`config.mk`:
```
export PLATFORM = sky130hd
export DESIGN_NAME = alu_bist_ctrl_flat
export DESIGN_NICKNAME = d
export VERILOG_FILES = /design/src/rtl/alu_bist_pkg.sv /design/src/rtl/alu_bist_ctrl_if.sv /design/src/rtl/alu_bist_ctrl_lfsr16_galois.sv /design/src/rtl/alu_bist_ctrl.sv /design/src/flat_wrapper.sv
export SDC_FILE = /design/constraint.sdc
export NUM_CORES = 1
export LEC_CHECK = 0
export BUFFER_PORTS_ARGS = -buffer_cell sky130_fd_sc_hd__buf_4
export CAP_MARGIN = 20
export CORE_ASPECT_RATIO = 2
export CORE_MARGIN = 2
export CORE_UTILIZATION = 30
export CTS_BUF_LIST = sky130_fd_sc_hd__clkbuf_4 sky130_fd_sc_hd__clkbuf_8
export CTS_CLUSTER_DIAMETER = 150
export CTS_CLUSTER_SIZE = 28
export DETAILED_ROUTE_END_ITERATION = 16
export PLACE_DENSITY = 0.43
export SYNTH_ARGS = -nofsm -noshare
export SYNTH_HDL_FRONTEND = slang
export SYNTH_HIERARCHICAL = 1
export SYNTH_SLANG_ARGS = --single-unit
export TNS_END_PERCENT = 5
```
`constraint.sdc`:
```
create_clock -name clk -period 4.9 [get_ports clk]
set_input_delay 0.735 -clock clk [delete_from_list [all_inputs] [get_ports clk]]
set_output_delay 0.735 -clock clk [all_outputs]
set_load 0.005 [all_outputs]
```
`src/rtl/alu_bist_pkg.sv`:
```
// alu_bist_pkg: shared state encoding, opcodes, LFSR taps and reference ALU for the BIST controller
package alu_bist_pkg;

    typedef enum logic [1:0] {
        IDLE = 2'd0,
        RUN  = 2'd1,
        DONE = 2'd2
    } state_t;

    localparam logic [1:0] OP_ADD = 2'b00;
    localparam logic [1:0] OP_SUB = 2'b01;
    localparam logic [1:0] OP_AND = 2'b10;
    localparam logic [1:0] OP_OR  = 2'b11;

    localparam logic [15:0] LFSR_TAPS = 16'hB400;

    // Operands arrive zero-extended to 8 bits; the caller keeps the low N bits,
    // so add and sub wrap modulo 2^N with no carry or borrow kept.
    function automatic logic [7:0] alu_ref(input logic [1:0] op, input logic [7:0] a, input logic [7:0] b);
        return op == OP_ADD ? a + b : op == OP_SUB ? a - b : op == OP_AND ? a & b : a | b;
    endfunction

    function automatic logic [15:0] lfsr_step(input logic [15:0] s);
        return (s >> 1) ^ (s[0] ? LFSR_TAPS : 16'h0000);
    endfunction

endpackage

```
`src/rtl/alu_bist_ctrl_if.sv`:
```
// alu_bist_ctrl_if: controller <-> ALU/host signal bundle; fail_vec exists only with ALU_BIST_STOP_ON_ERR_EN
interface alu_bist_ctrl_if #(
    parameter int N = 4
);
    logic          start;
    logic [N-1:0]  alu_in0;
    logic [N-1:0]  alu_in1;
    logic [N-1:0]  alu_out;
    logic          busy;
    logic          done;
    logic          pass;
    logic [15:0]   err_count;
    logic [15:0]   vec_count;
`ifdef ALU_BIST_STOP_ON_ERR_EN
    logic [15:0]   fail_vec;
    modport master (
        input  start, alu_out,
        output alu_in0, alu_in1, busy, done, pass, err_count, vec_count, fail_vec
    );
    modport slave (
        output start, alu_out,
        input  alu_in0, alu_in1, busy, done, pass, err_count, vec_count, fail_vec
    );
`else
    modport master (
        input  start, alu_out,
        output alu_in0, alu_in1, busy, done, pass, err_count, vec_count
    );
    modport slave (
        output start, alu_out,
        input  alu_in0, alu_in1, busy, done, pass, err_count, vec_count
    );
`endif
endinterface

```
`src/rtl/alu_bist_ctrl_lfsr16_galois.sv`:
```
// lfsr16_galois: 16-bit Galois LFSR; load with step together produces step(seed) in one edge
module lfsr16_galois
    import alu_bist_pkg::*;
#(
    parameter logic [15:0] RST_VAL = 16'hACE1
) (
    input  logic        clk,
    input  logic        rst_n,
    input  logic        load,
    input  logic        step,
    input  logic [15:0] seed,
    output logic [15:0] state
);
    logic [15:0] base;

    assign base = load ? seed : state;

    // reload from seed and/or advance one step
    always_ff @(posedge clk or negedge rst_n) begin
        if (!rst_n) state <= RST_VAL;
        else if (load || step) state <= step ? lfsr_step(base) : base;
    end
endmodule

```
`src/rtl/alu_bist_ctrl.sv`:
```
// alu_bist_ctrl: LFSR-driven self-test initiator for an N-bit ALU; ALU_BIST_STOP_ON_ERR_EN ends a run at the first mismatch
module alu_bist_ctrl
    import alu_bist_pkg::*;
#(
    parameter int          N           = 4,
    parameter logic [1:0]  OPCODE      = OP_ADD,
    parameter int          NUM_VECTORS = 10,
    parameter logic [15:0] SEED        = 16'hACE1
) (
    input logic             clk,
    input logic             rst_n,
    alu_bist_ctrl_if.master bus
);
    localparam logic [15:0] LAST = 16'(NUM_VECTORS > 0 ? NUM_VECTORS - 1 : 0);

    state_t       state_q, state_d;
    logic [N-1:0] in0_q, in0_d, in1_q, in1_d, exp_q, exp_d;
    logic         busy_q, busy_d, done_q, done_d, pass_q, pass_d;
    logic [15:0]  err_q, err_d, vec_q, vec_d;
    logic [15:0]  lfsr_q, src;
    logic [7:0]   ref8;
    logic [N-1:0] a_n, b_n, exp_n;
    logic [15:0]  err_inc;
    logic         lfsr_ld, lfsr_st, mis, stop;
`ifdef ALU_BIST_STOP_ON_ERR_EN
    logic [15:0]  fail_q, fail_d;
`endif

    lfsr16_galois #(.RST_VAL(SEED)) u_lfsr (
        .clk  (clk),
        .rst_n(rst_n),
        .load (lfsr_ld),
        .step (lfsr_st),
        .seed (SEED),
        .state(lfsr_q)
    );

    // The first vector of a run comes straight from SEED; later ones from the running LFSR.
    assign src     = state_q == RUN ? lfsr_q : SEED;
    assign a_n     = N'(src);
    assign b_n     = N'(src >> N);
    assign ref8    = alu_ref(OPCODE, 8'(a_n), 8'(b_n));
    assign exp_n   = N'(ref8);
    assign mis     = bus.alu_out != exp_q;
    assign err_inc = err_q + 16'(mis && err_q != 16'hFFFF);
`ifdef ALU_BIST_STOP_ON_ERR_EN
    assign stop    = vec_q == LAST || mis;
`else
    assign stop    = vec_q == LAST;
`endif

    // next-state and next-output logic; every output is held unless a transition updates it
    always_comb begin
        state_d = state_q;
        in0_d   = in0_q;
        in1_d   = in1_q;
        exp_d   = exp_q;
        busy_d  = busy_q;
        done_d  = done_q;
        pass_d  = pass_q;
        err_d   = err_q;
        vec_d   = vec_q;
        lfsr_ld = 1'b0;
        lfsr_st = 1'b0;
`ifdef ALU_BIST_STOP_ON_ERR_EN
        fail_d  = fail_q;
`endif
        if (state_q != RUN && bus.start) begin
            err_d  = 16'h0000;
            vec_d  = 16'h0000;
            pass_d = 1'b0;
`ifdef ALU_BIST_STOP_ON_ERR_EN
            fail_d = 16'h0000;
`endif
            if (NUM_VECTORS == 0) begin
                state_d = DONE;
                busy_d  = 1'b0;
                done_d  = 1'b1;
                pass_d  = 1'b1;
            end else begin
                state_d = RUN;
                busy_d  = 1'b1;
                done_d  = 1'b0;
                in0_d   = a_n;
                in1_d   = b_n;
                exp_d   = exp_n;
                lfsr_ld = 1'b1;
                lfsr_st = 1'b1;
            end
        end else if (state_q == RUN) begin
            err_d = err_inc;
            vec_d = vec_q + 16'd1;
            if (stop) begin
                state_d = DONE;
                busy_d  = 1'b0;
                done_d  = 1'b1;
                pass_d  = err_inc == 16'h0000;
`ifdef ALU_BIST_STOP_ON_ERR_EN
                if (mis) fail_d = vec_q;
`endif
            end else begin
                in0_d   = a_n;
                in1_d   = b_n;
                exp_d   = exp_n;
                lfsr_st = 1'b1;
            end
        end
    end

    // state and registered outputs; reset clears any partial result at once
    always_ff @(posedge clk or negedge rst_n) begin
        if (!rst_n) begin
            state_q <= IDLE;
            in0_q   <= '0;
            in1_q   <= '0;
            exp_q   <= '0;
            busy_q  <= 1'b0;
            done_q  <= 1'b0;
            pass_q  <= 1'b0;
            err_q   <= 16'h0000;
            vec_q   <= 16'h0000;
`ifdef ALU_BIST_STOP_ON_ERR_EN
            fail_q  <= 16'h0000;
`endif
        end else begin
            state_q <= state_d;
            in0_q   <= in0_d;
            in1_q   <= in1_d;
            exp_q   <= exp_d;
            busy_q  <= busy_d;
            done_q  <= done_d;
            pass_q  <= pass_d;
            err_q   <= err_d;
            vec_q   <= vec_d;
`ifdef ALU_BIST_STOP_ON_ERR_EN
            fail_q  <= fail_d;
`endif
        end
    end

    assign bus.alu_in0   = in0_q;
    assign bus.alu_in1   = in1_q;
    assign bus.busy      = busy_q;
    assign bus.done      = done_q;
    assign bus.pass      = pass_q;
    assign bus.err_count = err_q;
    assign bus.vec_count = vec_q;
`ifdef ALU_BIST_STOP_ON_ERR_EN
    assign bus.fail_vec  = fail_q;
`endif
endmodule

```
`src/flat_wrapper.sv`:
```
// flat-port wrapper written by rule: the top's interface ports become plain ports
module alu_bist_ctrl_flat import alu_bist_pkg::*;
#(
    parameter int          N           = 4,
    parameter logic [1:0]  OPCODE      = OP_ADD,
    parameter int          NUM_VECTORS = 10,
    parameter logic [15:0] SEED        = 16'hACE1
)
  (clk, rst_n, bus_start, bus_alu_out, bus_alu_in0, bus_alu_in1, bus_busy, bus_done, bus_pass, bus_err_count, bus_vec_count);
  alu_bist_ctrl_if #(.N(N)) bus_i ();
  input logic clk;
  input logic rst_n;
  input wire logic [$bits(bus_i.start)-1:0] bus_start;
  input wire logic [$bits(bus_i.alu_out)-1:0] bus_alu_out;
  output wire logic [$bits(bus_i.alu_in0)-1:0] bus_alu_in0;
  output wire logic [$bits(bus_i.alu_in1)-1:0] bus_alu_in1;
  output wire logic [$bits(bus_i.busy)-1:0] bus_busy;
  output wire logic [$bits(bus_i.done)-1:0] bus_done;
  output wire logic [$bits(bus_i.pass)-1:0] bus_pass;
  output wire logic [$bits(bus_i.err_count)-1:0] bus_err_count;
  output wire logic [$bits(bus_i.vec_count)-1:0] bus_vec_count;
  assign bus_i.start = bus_start;
  assign bus_i.alu_out = bus_alu_out;
  assign bus_alu_in0 = bus_i.alu_in0;
  assign bus_alu_in1 = bus_i.alu_in1;
  assign bus_busy = bus_i.busy;
  assign bus_done = bus_i.done;
  assign bus_pass = bus_i.pass;
  assign bus_err_count = bus_i.err_count;
  assign bus_vec_count = bus_i.vec_count;
  alu_bist_ctrl #(.N(N), .OPCODE(OPCODE), .NUM_VECTORS(NUM_VECTORS), .SEED(SEED)) u_core (.clk(clk), .rst_n(rst_n), .bus(bus_i));
endmodule
```
After elaboration in Yosys (flattened, before gate mapping)

Index checks and enable logic that the tools add are counted.

Output and inout bits: 43
Register bits after elaboration: 65
Word-level logic and storage cells: 61
Input port bits: 7

Bitwise operators: 1
Equality and inequality tests: 6
Multiplexer cells: 33
Add/sub/neg operators: 3
Reductions and logical operators: 8

Operators by type and width:

| cell                                                              | count |
|---|---|
| 16-bit two-way mux                                                | 7 |
| 4-bit two-way mux                                                 | 9 |
| 16-bit by 1-bit adder with 16-bit output                          | 1 |
| 16-bit by 1-bit adder with 16-bit output (second input constant)  | 1 |
| 16-bit by 4-bit == test with 1-bit output (second input constant) | 1 |
| 16-bit zero test                                                  | 1 |
| 16-bit != test (second input constant)                            | 1 |
| 15-bit by 16-bit XOR with 16-bit output                           | 1 |
| 1-bit two-way mux                                                 | 13 |
| 8-bit two-way mux                                                 | 1 |
| 2-bit two-way mux                                                 | 3 |
| 4-bit adder                                                       | 1 |
| 4-bit != test                                                     | 1 |
| 2-bit AND reduction                                               | 2 |
| 2-bit nonzero test                                                | 2 |
| 2-bit by 1-bit == test with 1-bit output (second input constant)  | 1 |
| 1-bit logical AND                                                 | 2 |
| 2-bit by 1-bit != test with 1-bit output (second input constant)  | 1 |
| 2-bit != test (second input constant)                             | 1 |
| 1-bit logical OR                                                  | 1 |

Longest topological paths before layout

Word-level depth: 7
Gate-level depth with buffers: 11
Mapped depth without buffers: 10

Cells and area by module

Netlist, hierarchy kept.

By module, submodules not included:

| module        | sequential area each (um^2) | area an instance (um^2) | instances | cells an instance |
|---|---|---|---|---|
| alu_bist_ctrl | 1176.1                      | 2735.1                  | 1         | 295 |
| lfsr16_galois | 410.4                       | 887.1                   | 1         | 42 |

Least setup slack after synthesis

No wires, ideal clock.

Path type: input to register
From: in bus_alu_out[2]
To: reg u_core.pass_q, in the netlist u_core/bus.pass
Required time: 4823 ps
Stages on the path: 9
Library setup time: 77 ps
Path slack: 2002 ps
Arrival: 2821 ps
Cell sequence: xor2_1 -> nor4_1 -> a41oi_1 -> ha_1 -> ha_1 -> or4_4 -> a2111oi_4 -> o2111ai_1 -> o21ai_1

Cells in the longest elaborated chain, start to end: 7

RTL lines:

| element                                  | RTL line             | source |
|---|---|---|
| from (decl)                              | flat_wrapper.sv:14   | `input wire logic [$bits(bus_i.alu_out)-1:0] bus_alu_out;` |
| 4-bit != test                            | alu_bist_ctrl.sv:44  | `assign mis = bus.alu_out != exp_q;` |
| 1-bit logical AND                        | alu_bist_ctrl.sv:45  | `assign err_inc = err_q + 16'(mis && err_q != 16'hFFFF);` |
| 16-bit by 1-bit adder with 16-bit output | alu_bist_ctrl.sv:45  |  |
| 16-bit zero test                         | alu_bist_ctrl.sv:97  | `pass_d = err_inc == 16'h0000;` |
| 1-bit two-way mux                        | alu_bist_ctrl.sv:93  | `if (stop) begin` |
| 1-bit two-way mux                        | alu_bist_ctrl.sv:90  | `end else if (state_q == RUN) begin` |
| 1-bit two-way mux                        | alu_bist_ctrl.sv:68  | `if (state_q != RUN && bus.start) begin` |
| to (signal assigned)                     | alu_bist_ctrl.sv:132 | `pass_q <= pass_d;` |
| to (decl)                                | alu_bist_ctrl.sv:18  | `logic busy_q, busy_d, done_q, done_d, pass_q, pass_d;` |

No other way between the ends. The select of a mux whose other input is x is not followed.
A chain may end at the register's enable or synchronous reset.

Worst setup path in the final report

From: reg u_core.err_q[4], in the netlist u_core/bus.err_count[4]
To: reg u_core.err_q[12], in the netlist u_core/bus.err_count[12]

Cells in the longest elaborated chain, start to end: 5

RTL lines:

| element                                      | RTL line             | source |
|---|---|---|
| from (decl)                                  | alu_bist_ctrl.sv:19  | `logic [15:0] err_q, err_d, vec_q, vec_d;` |
| from (signal assigned)                       | alu_bist_ctrl.sv:133 | `err_q <= err_d;` |
| 16-bit != test                               | alu_bist_ctrl.sv:45  |  |
| 1-bit logical AND                            | alu_bist_ctrl.sv:45  |  |
| 16-bit by 1-bit adder with 16-bit output (*) | alu_bist_ctrl.sv:45  |  |
| 16-bit two-way mux (*)                       | alu_bist_ctrl.sv:90  |  |
| 16-bit two-way mux (*)                       | alu_bist_ctrl.sv:68  |  |

Mark *: on every way between the ends. The rest lies on a longest branch, timed or not. The select of a mux whose other input is x is not followed.

==> impl_results.md <==
- Total GRT Usage: 0.157
- Via-to-Cell Ratio: 5.04
- Wire per inst: 17.1 um
- Total Nets Final: 428
- Min-delay worst type: input pin to async pin
- Largest net degree at the start of global routing: 64
- CP required: 5.12 ns
- Pleak: 0.00193 uW
- Count of final hold-check violations: 0
- Mapped cell area: 3620 um2
- Main synth FF type: dfrtp_1
- FF+latch count, synth: 63
- Post-layout util: 0.376
- Post-synth ARST share: 1.00
- Clock latency on the worst-skew pair: 0.34 ns
- Setup crit start kind: flip-flop
- Skew final: 0.00782 ns
- Worst Path Class, Setup: flip-flop to flip-flop
- # clock sinks: 63
- Post-route ant nets: 0
- Max cap viols: 0
- Core ar.: 11,800 um2
- Reg2Reg Setup Slack: 1.74 ns
- CTS tree: yes
- Crit path max fanout: 14
- Period Utilization, post-route: 0.644
- Crit path capture type: flip-flop
- Post-CTS Resized: 0
- Number of synthesized flops with an enable pin: 0
- Final Critical Period: 3.16 ns
- Cell row count: 56
- Slew headroom: 0.435
- Clock transition at path regs: 0.07 ns
- Synth cell types: 63
- Antenna Cells: 0
- RSZ-0062 raised after global routing: false
- Max-slew violations: 0
- Die Area: 13,000 um2
- Die height: 159 um
- Layout cells sized above 1: 0.242
- # DRC: 0
- Wirelength, routed: 9620 um
- Layout area overhead: 22.3%
- DP HPWL: 6900 um
- Die X: 81.7 um
- Total number of vias: 2,839
- First-pass GRT wire length: 15,400 um
- Setup bufs post-CTS: 0
- H-tree levels: 3
- Hold_buf cts: 0
- IO Count: 50
- Vias in the first global route: 2,909
- Final setup viols: 0
- Syn_area_per_cell: 10.7 um2
- YS warnings: 6
- Initial Utilization: 0.308
- GR Overflow Total: 0
- Max VDD drop: 180 uV
- Gpl congestion: 0.796
- DR iter-0 viols: 60
- PortBufs: 49
- Tightest Pin Transition: 0.847 ns
- Critical path arrival: 3.38 ns
- Status: completed
- CTS buffer count: 9
- Root buf cell: clkbuf_8
- Max Fclk: 317 MHz
- Post-synthesis sequential area ratio: 0.438
- Initial antenna violation count: 0
- TNS Setup: 0 ns
- Cells after synthesis: 337
- Longest Clk Path Bufs: 2
- First-pass DRT Iterations: 4
- Pwr Density: 602 nW/um2
[critical path, cell delays in order, from the launching register on]
cell     delay (ns)
dfrtp_1        0.53
nand4_2        0.30
nor2_1         0.08
a41oi_1        0.22
ha_1           0.33
ha_1           0.32
nand3_1        0.35
nor2_1         0.47
nand2_1        0.17
a21oi_1        0.18
o22ai_1        0.09
[layer usage]
| layer | GRT usage | vias to the layer above | wire [um] |
|---|---|---|---|
| met4 | 0.0689 | 0 | 210 |
| met2 | 0.282 | 53 | 5330 |
| li1 | - | 1375 | - |
| met3 | 0.0266 | 13 | 324 |
| met5 | 0 | - | 0 |
| met1 | 0.175 | 1398 | 3750 |
[sequential cells by signal (all words and copies together), names as in the netlist]
name / cells
u_core/state_q: 2
u_core/bus.err_count: 16
u_core/bus.vec_count: 16
u_core/exp_q: 4
u_core/u_lfsr/state: 16
u_core/bus.pass: 1
u_core/bus.alu_in1: 4
u_core/bus.alu_in0: 4
[where the power goes]
group | internal (uW) | switching (uW) | total, uW
Clock | 306 | 210 | 516
Sequential | 761 | 277 | 1040
Combinational | 596 | 519 | 1120
[cells in the mapped netlist, types with 6 or more instances]
library cell | n | share of area
dfrtp_1 | 55 | 0.38
nand2_1 | 36 | 0.037
o21ai_0 | 29 | 0.040
nor2_1 | 17 | 0.018
nand3_1 | 16 | 0.022
nand4_1 | 14 | 0.024
xor2_1 | 11 | 0.027
mux2i_1 | 10 | 0.028
mux4_2 | 10 | 0.062
clkbuf_1 | 9 | 0.0093
buf_2 | 8 | 0.011
dfstp_2 | 8 | 0.058
a21oi_1 | 7 | 0.0097
ha_1 | 7 | 0.024
a31oi_1 | 6 | 0.010
inv_1 | 6 | 0.0062
mux4_1 | 6 | 0.044
nand2b_1 | 6 | 0.010
nor4_1 | 6 | 0.010
[kinds of logic (layout without fill, tap and decap cells)]
kind of cell               after synthesis  count (layout)  share of synthesized area
DFF                                     63              63                      0.438
buffers and inverters                   28              76                     0.0414
AOI/OAI and AO/OA                       71              71                      0.129
other                                    2              35                    0.00207
adders and majority gates                8               8                     0.0297
muxes                                   28              28                      0.140
xor gates and xnor gates                13              13                     0.0314
and+or+nand+nor                        124             124                      0.189
[layout make-up]
cell class | instances | area (um2)
flip-flops and latches | 63 | 1590
fillers | 1223 | 7340
repair buffers | 53 | 398
clock inverters | 5 | 81.3
well taps | 145 | 181
clock buffers | 11 | 145
multi-input cells | 279 | 2010
inverters | 7 | 26.3
[path summary, 6_finish.rpt]
check,endpoint,from,cells after the start
worst min-delay path,u_core/bus.err_count[11]$_DFFE_PN0P_,rst_n,1
max in group asynchronous,u_core/bus.err_count[6]$_DFFE_PN0P_,rst_n,1
worst max-delay path,u_core/bus.err_count[12]$_DFFE_PN0P_,u_core/bus.err_count[4]$_DFFE_PN0P_,10
worst max register to register,u_core/bus.err_count[12]$_DFFE_PN0P_,u_core/bus.err_count[4]$_DFFE_PN0P_,10
worst min register to register,u_core/bus.alu_in0[3]$_DFFE_PN0P_,u_core/bus.alu_in0[3]$_DFFE_PN0P_,1
min in group clk,u_core/bus.alu_in0[3]$_DFFE_PN0P_,u_core/bus.alu_in0[3]$_DFFE_PN0P_,1
[metrics by stage]
step	instance area [um2]	std cells	worst slack, ns	power, uW	hold slack (ns)
after floorplan	3750	370	2.00	1750	0.439
after global placement	4200	546	1.49	2170	0.490
after detailed placement	4200	546	1.45	2180	0.488
after CTS	4420	562	1.73	2710	0.513
after global routing	4430	563	1.46	2890	0.533
final	4430	563	1.74	2670	0.489
[placed cells by master, fill, tap and decap left out, types with 7 or more instances in the layout]
cell,count
dfrtp_1,55
buf_4,53
nand2_1,36
conb_1,35
o21ai_0,29
nor2_1,17
nand3_1,16
nand4_1,14
xor2_1,11
clkbuf_8,10
mux2i_1,10
mux4_2,10
dfstp_2,8
a21oi_1,7
ha_1,7
Note: power is estimated with default switching activity, not from simulation.
